===== src/rtl/des_pkg.sv =====
// Shared constants for the DES key schedule: PC-1/PC-2 tables, the rotation
// schedule, the FSM state type and the permutation helpers.
package des_pkg;

   localparam int KEY_W    = 64;
   localparam int HALF_W   = 28;
   localparam int SUBKEY_W = 48;
   localparam int ROUNDS   = 16;

   typedef enum logic [1:0] {
      IDLE = 2'd0,
      GEN  = 2'd1,
      DONE = 2'd2
   } state_t;

   // Table entries use standard 1-based numbering, bit 1 being the MSB.
   localparam int PC1 [56] = '{
      57, 49, 41, 33, 25, 17,  9,
       1, 58, 50, 42, 34, 26, 18,
      10,  2, 59, 51, 43, 35, 27,
      19, 11,  3, 60, 52, 44, 36,
      63, 55, 47, 39, 31, 23, 15,
       7, 62, 54, 46, 38, 30, 22,
      14,  6, 61, 53, 45, 37, 29,
      21, 13,  5, 28, 20, 12,  4
   };

   localparam int PC2 [48] = '{
      14, 17, 11, 24,  1,  5,
       3, 28, 15,  6, 21, 10,
      23, 19, 12,  4, 26,  8,
      16,  7, 27, 20, 13,  2,
      41, 52, 31, 37, 47, 55,
      30, 40, 51, 45, 33, 48,
      44, 49, 39, 56, 34, 53,
      46, 42, 50, 36, 29, 32
   };

   localparam logic [1:0] SHIFT_SCHED [ROUNDS] = '{
      2'd1, 2'd1, 2'd2, 2'd2, 2'd2, 2'd2, 2'd2, 2'd2,
      2'd1, 2'd2, 2'd2, 2'd2, 2'd2, 2'd2, 2'd2, 2'd1
   };

   function automatic logic [55:0] pc1(input logic [KEY_W-1:0] key);
      logic [55:0] r;
      r = '0;
      for (int i = 0; i < 56; i++) r[55-i] = key[KEY_W-PC1[i]];
      return r;
   endfunction

   function automatic logic [SUBKEY_W-1:0] pc2(input logic [55:0] cd);
      logic [SUBKEY_W-1:0] r;
      r = '0;
      for (int i = 0; i < SUBKEY_W; i++) r[SUBKEY_W-1-i] = cd[56-PC2[i]];
      return r;
   endfunction

endpackage


===== src/rtl/des_key_round.sv =====
// One key-schedule step: rotate C and D left by 1 or 2, then compress
// the rotated halves through PC-2 into a 48-bit subkey.
import des_pkg::*;

module des_key_round (
   input  logic [HALF_W-1:0]   c,
   input  logic [HALF_W-1:0]   d,
   input  logic [1:0]          shift,
   output logic [HALF_W-1:0]   c_next,
   output logic [HALF_W-1:0]   d_next,
   output logic [SUBKEY_W-1:0] subkey
);

   always_comb begin
      if (shift == 2'd2) begin
         c_next = {c[HALF_W-3:0], c[HALF_W-1:HALF_W-2]};
         d_next = {d[HALF_W-3:0], d[HALF_W-1:HALF_W-2]};
      end else begin
         c_next = {c[HALF_W-2:0], c[HALF_W-1]};
         d_next = {d[HALF_W-2:0], d[HALF_W-1]};
      end
   end

   assign subkey = pc2({c_next, d_next});

endmodule


===== src/rtl/des_key_schedule.sv =====
// Sequential DES key schedule: accepts a key, produces one subkey per clock
// for 16 cycles, then holds all 16 slots stable for the downstream DES core.
import des_pkg::*;

module des_key_schedule (
   input  logic                clk,
   input  logic                rst,
   input  logic [KEY_W-1:0]    key_in,
   input  logic                key_valid,
   output logic                key_ready,
   input  logic                decrypt,
   output logic                keys_valid,
   output logic [SUBKEY_W-1:0] key_1,
   output logic [SUBKEY_W-1:0] key_2,
   output logic [SUBKEY_W-1:0] key_3,
   output logic [SUBKEY_W-1:0] key_4,
   output logic [SUBKEY_W-1:0] key_5,
   output logic [SUBKEY_W-1:0] key_6,
   output logic [SUBKEY_W-1:0] key_7,
   output logic [SUBKEY_W-1:0] key_8,
   output logic [SUBKEY_W-1:0] key_9,
   output logic [SUBKEY_W-1:0] key_10,
   output logic [SUBKEY_W-1:0] key_11,
   output logic [SUBKEY_W-1:0] key_12,
   output logic [SUBKEY_W-1:0] key_13,
   output logic [SUBKEY_W-1:0] key_14,
   output logic [SUBKEY_W-1:0] key_15,
   output logic [SUBKEY_W-1:0] key_16
);

   state_t              state, state_next;
   logic [3:0]          round;
   logic                mode;
   logic [HALF_W-1:0]   c, d, c_next, d_next;
   logic [SUBKEY_W-1:0] subkey;
   logic [SUBKEY_W-1:0] slot [ROUNDS];
   logic [3:0]          slot_idx;
   logic                accept;

   assign key_ready  = (state != GEN);
   assign keys_valid = (state == DONE);
   assign accept     = key_valid && key_ready;
   // Decrypt mode fills the slots back to front so the core sees K16..K1.
   assign slot_idx   = mode ? (4'd15 - round) : round;

   des_key_round u_round (
      .c      (c),
      .d      (d),
      .shift  (SHIFT_SCHED[round]),
      .c_next (c_next),
      .d_next (d_next),
      .subkey (subkey)
   );

   always_ff @(posedge clk) begin
      if (rst) state <= IDLE;
      else     state <= state_next;
   end

   always_comb begin
      state_next = state;
      case (state)
         IDLE, DONE: if (accept) state_next = GEN;
         GEN:        if (round == 4'd15) state_next = DONE;
         default:    state_next = IDLE;
      endcase
   end

   // NOTE: state is updated with <= so every register samples the pre-edge
   // values of its neighbours; a blocking = here would create ordering races.
   always_ff @(posedge clk) begin
      if (rst) begin
         round <= '0;
         mode  <= 1'b0;
         c     <= '0;
         d     <= '0;
         // NOTE: the slot array is reset on purpose because the slots are
         // outputs that must read zero after reset; plain storage would not be.
         for (int i = 0; i < ROUNDS; i++) slot[i] <= '0;
      end else if (accept) begin
         {c, d} <= pc1(key_in);
         mode   <= decrypt;
         round  <= '0;
      end else if (state == GEN) begin
         c              <= c_next;
         d              <= d_next;
         slot[slot_idx] <= subkey;
         round          <= round + 4'd1;
      end
   end

   assign key_1  = slot[0];
   assign key_2  = slot[1];
   assign key_3  = slot[2];
   assign key_4  = slot[3];
   assign key_5  = slot[4];
   assign key_6  = slot[5];
   assign key_7  = slot[6];
   assign key_8  = slot[7];
   assign key_9  = slot[8];
   assign key_10 = slot[9];
   assign key_11 = slot[10];
   assign key_12 = slot[11];
   assign key_13 = slot[12];
   assign key_14 = slot[13];
   assign key_15 = slot[14];
   assign key_16 = slot[15];

endmodule


===== config.mk =====
export PLATFORM = sky130hd
export DESIGN_NAME = des_key_schedule
export DESIGN_NICKNAME = d
export VERILOG_FILES = /design/src/rtl/des_pkg.sv /design/src/rtl/des_key_round.sv /design/src/rtl/des_key_schedule.sv
export SDC_FILE = /design/constraint.sdc
export NUM_CORES = 1
export LEC_CHECK = 0
export CORE_MARGIN = 2
export CORE_UTILIZATION = 30
export DETAILED_ROUTE_END_ITERATION = 16
export DONT_BUFFER_PORTS = 1
export PLACE_DENSITY_LB_ADDON = 0.12
export SLEW_MARGIN = 20
export SYNTH_ARGS = -nofsm -noshare
export SYNTH_HDL_FRONTEND = slang
export SYNTH_SLANG_ARGS = --single-unit

===== constraint.sdc =====
create_clock -name clk -period 3.2 [get_ports clk]
set_input_delay 0.64 -clock clk [delete_from_list [all_inputs] [get_ports clk]]
set_output_delay 0.64 -clock clk [all_outputs]
set_load 0.05 [all_outputs]

==> results.ini <==
[run_status]
outcome = complete, no violations

[worst_setup_path]
cp_max_fo = 15
crit_required_ps = 3570
cp_slowest_cell = or4b_1
crit_path_end_kind = flip-flop
path_common_cell = buf_12
cp.arrival_ps = 3250
worst_setup_path_start_kind = flip-flop
r2r-end = slot[0][6]
worstSetupPathType = flip-flop to flip-flop
ff2ff_path_depth = 8
r2r_slack_ps = 320
path_cells = inv_1, ha_1, or4b_1, nand3_4, buf_12, mux2i_4, buf_12, nor2_1
crit-reg2reg-launch = round[1]
max_stage_delay_ps = 550

[sta]
fmaxAchievable_mhz = 348
finalHoldViolCount = 0
slew-limit-headroom_pct = 43.4
rsz0062_at_grt = false
min_period_over_period_pct = 89.9
hold_ws_ps = 68.4
min_period_ps = 2880
drv_slew = 0
setup_ws_ps = 323
fin_skew_ps = 17.3
report.final.setup_viol = 0
worst_slew_pin_slew_ps = 848
setup-tns-final_ps = 0

[logic_synthesis]
ys_seq_elements = 831
synth-simple-area-share_pct = 11.4
async_flop_share_pct = 0
synthDistinctLibCells = 31
yosys.area.top_type = edfxtp_1
synth_cells = 2089
synth-adder-area-share_pct = 0.165
synth-xor-area-share_pct = 0
synth_top_family_by_area = simple AND/OR/NAND/NOR gates
synth_compound_area_share_pct = 3.49
synthFlopType = edfxtp_1
synth_edf_count = 768
avgSynthCellArea_um2 = 14.6
synth_area_leaders = edfxtp_1, nor2_1, dfxtp_1
ys_warn_count = 0
netlist.area_leader.share_pct = 75.9
synth.area.mux_share_pct = 2.34
syn_area_um2 = 30400
ys_seq_area_share_pct = 80.0
synth_nets = 2161

[clock_tree]
cts_tree = done
clock-sinks = 831
cts_buffers = 91
clockBufferDepth = 3
cts.clk_slew.worst_paths_ps = 60
htree_levels = 3
postCtsSetupBuffers = 0
clock_latency_ps = 660
ctsRootBufferMaster = clkbuf_16

[power_and_ir_drop]
p_sw_uw = 7190
p_seq_share_pct = 53.6
internal-power_uw = 18900
combPwrFrac_pct = 6.2
leakage_uw = 0.0122
ir_drop_mv = 0.352
swShare_pct = 27.5
power_uw = 26100
power.density_nw_per_um2 = 719
pwr-share-clk_pct = 40.2

[route]
drc_errors = 0
wl_per_cell_um = 32.6
via_count = 17500
antenna_left = 0
avgViaCountPerCell = 4.92
drt-total-wl_um = 116000
firstDrtPassIters = 5
drt-initial-drc-count = 1806

[floorplanning]
die_area_um2 = 104000
core-area_um2 = 100000
die_w_um = 322
start_util_pct = 30.3
num_rows = 116
pin_count = 838
die_y_um = 322

[global_route]
grt_pass1_vias = 16600
antenna_found_initial = 4
grt_max_degree = 121
grt_overflow = 0
grt_pass1_wl_um = 153000
grt_usage_pct = 21.7

[final_layout]
final_util_pct = 36.2
area_growth_pct = 19.4
fin_nets = 2196
drive_above_1_share_pct = 16.5

[hold_path]
whs_path_depth = 1
hold_path.class = input pin to flip-flop
hold_end = d[16]
min_from = rst

[place]
port_buffers = 0
dp_hpwl_um = 76600
dpl_worst_slack_ps = 295
routabilityCongestion = 0.789

[run]
maxCapViolCount = 0

[worst max-delay path: cells and delay by family (launching register included)]
family | cells | cell delay (ps)
muxes | 1 | 450
and+or+nand+nor | 3 | 820
adders and majority gates | 1 | 190
buffers and inverters | 3 | 610
DFF | 1 | 500
[synthesized netlist by cell type, types with 10 or more instances]
cell type    n
nand2b_1    18
buf_2       46
a221oi_2    31
mux2i_2     32
a211oi_1    16
a221oi_1    17
a21oi_1     58
nand2_1     66
nor2b_1     10
mux2i_1     27
nor2_1     776
dfxtp_1     63
edfxtp_1   768
clkbuf_1   117
[cell type report]
cell class              instances  area (µm²)
clock buffers                 111        2390
fillers                      9549       64000
well taps                    1357        1700
repair buffers                114        1580
diodes                          2        5.00
inverters                       4        15.0
flip-flops and latches        831       24300
multi-input cells            1082        5740
clock inverters                55         548
[layout by cell type (no fill, tap or decap), types with 2 or more instances in the layout]
cell          n
a211oi_1     16
a21oi_1      58
a221oi_1     17
a221oi_2     31
buf_12       58
buf_4        55
bufinv_16    10
clkbuf_1     17
clkbuf_16    92
clkbuf_8      2
clkinv_1     21
clkinv_2     13
clkinvlp_4    2
dfxtp_1      63
diode_2       2
edfxtp_1    768
ha_1          4
inv_1         3
inv_6         6
mux2i_1      11
mux2i_2      28
mux2i_4      20
nand2_1      50
nand2_2      10
nand2_4       6
nand2b_1      2
nand2b_2      2
nand2b_4     14
nand3_1       5
nand3b_1      4
nor2_1      776
nor2b_1       9
nor3_1        2
o21ai_0       4
or2_2         2
or3b_2        5
[kinds of logic (layout without fill, tap and decap cells)]
group / count (synthesis) / count (layout)
DFF: 831 / 831
and+or+nand+nor: 891 / 891
AOI/OAI and AO/OA: 128 / 128
adders and majority gates: 4 / 4
buffers and inverters: 176 / 284
other: 0 / 2
muxes: 59 / 59
[metal layers]
metal	global-route usage, %	wire length [µm]	vias up
met1	26.1	44900	9088
met5	0	16	-
met2	37.4	58700	851
met3	5.59	8520	156
li1	-	-	7381
met4	7.53	3680	2
[through the flow]
| stage | area [µm²] | cells |
|---|---|---|
| floorplan | 30400 | 2089 |
| global placement | 33300 | 3387 |
| detailed placement | 33300 | 3387 |
| CTS | 36300 | 3554 |
| global route | 36300 | 3556 |
| finish | 36300 | 3556 |
[state kept, by name, indices dropped and copies added, names as in the netlist]
signal,count
slot,768
c,28
d,28
round,4
state,2
mode,1
[worst max path at each step]
stage / slack, ps / start / end
after floorplan: 350 / rst / slot[8][0]
after global placement: 320 / round[1] / slot[7][6]
after detailed placement: 300 / round[1] / slot[0][6]
after CTS: 260 / round[1] / slot[0][6]
after global routing: 160 / round[1] / slot[0][6]
final: 320 / round[1] / slot[0][6]
[what timing repair did]
item / 4_1_cts / 5_1_grt
resized for setup: 0 / 0
hold buffers: 1 / 0
endpoints found under the hold margin: 3 / 0
[power groups by stage]
stage | clock network (µW) | logic, µW | registers (µW)
detailed placement | 0 | 1650 | 14200
floorplan | 0 | 733 | 14000
global placement | 0 | 1640 | 14200
global route | 11100 | 1710 | 14000
CTS | 10700 | 1660 | 14000
finish | 10500 | 1610 | 14000
Power figures use the tool's default switching activity.
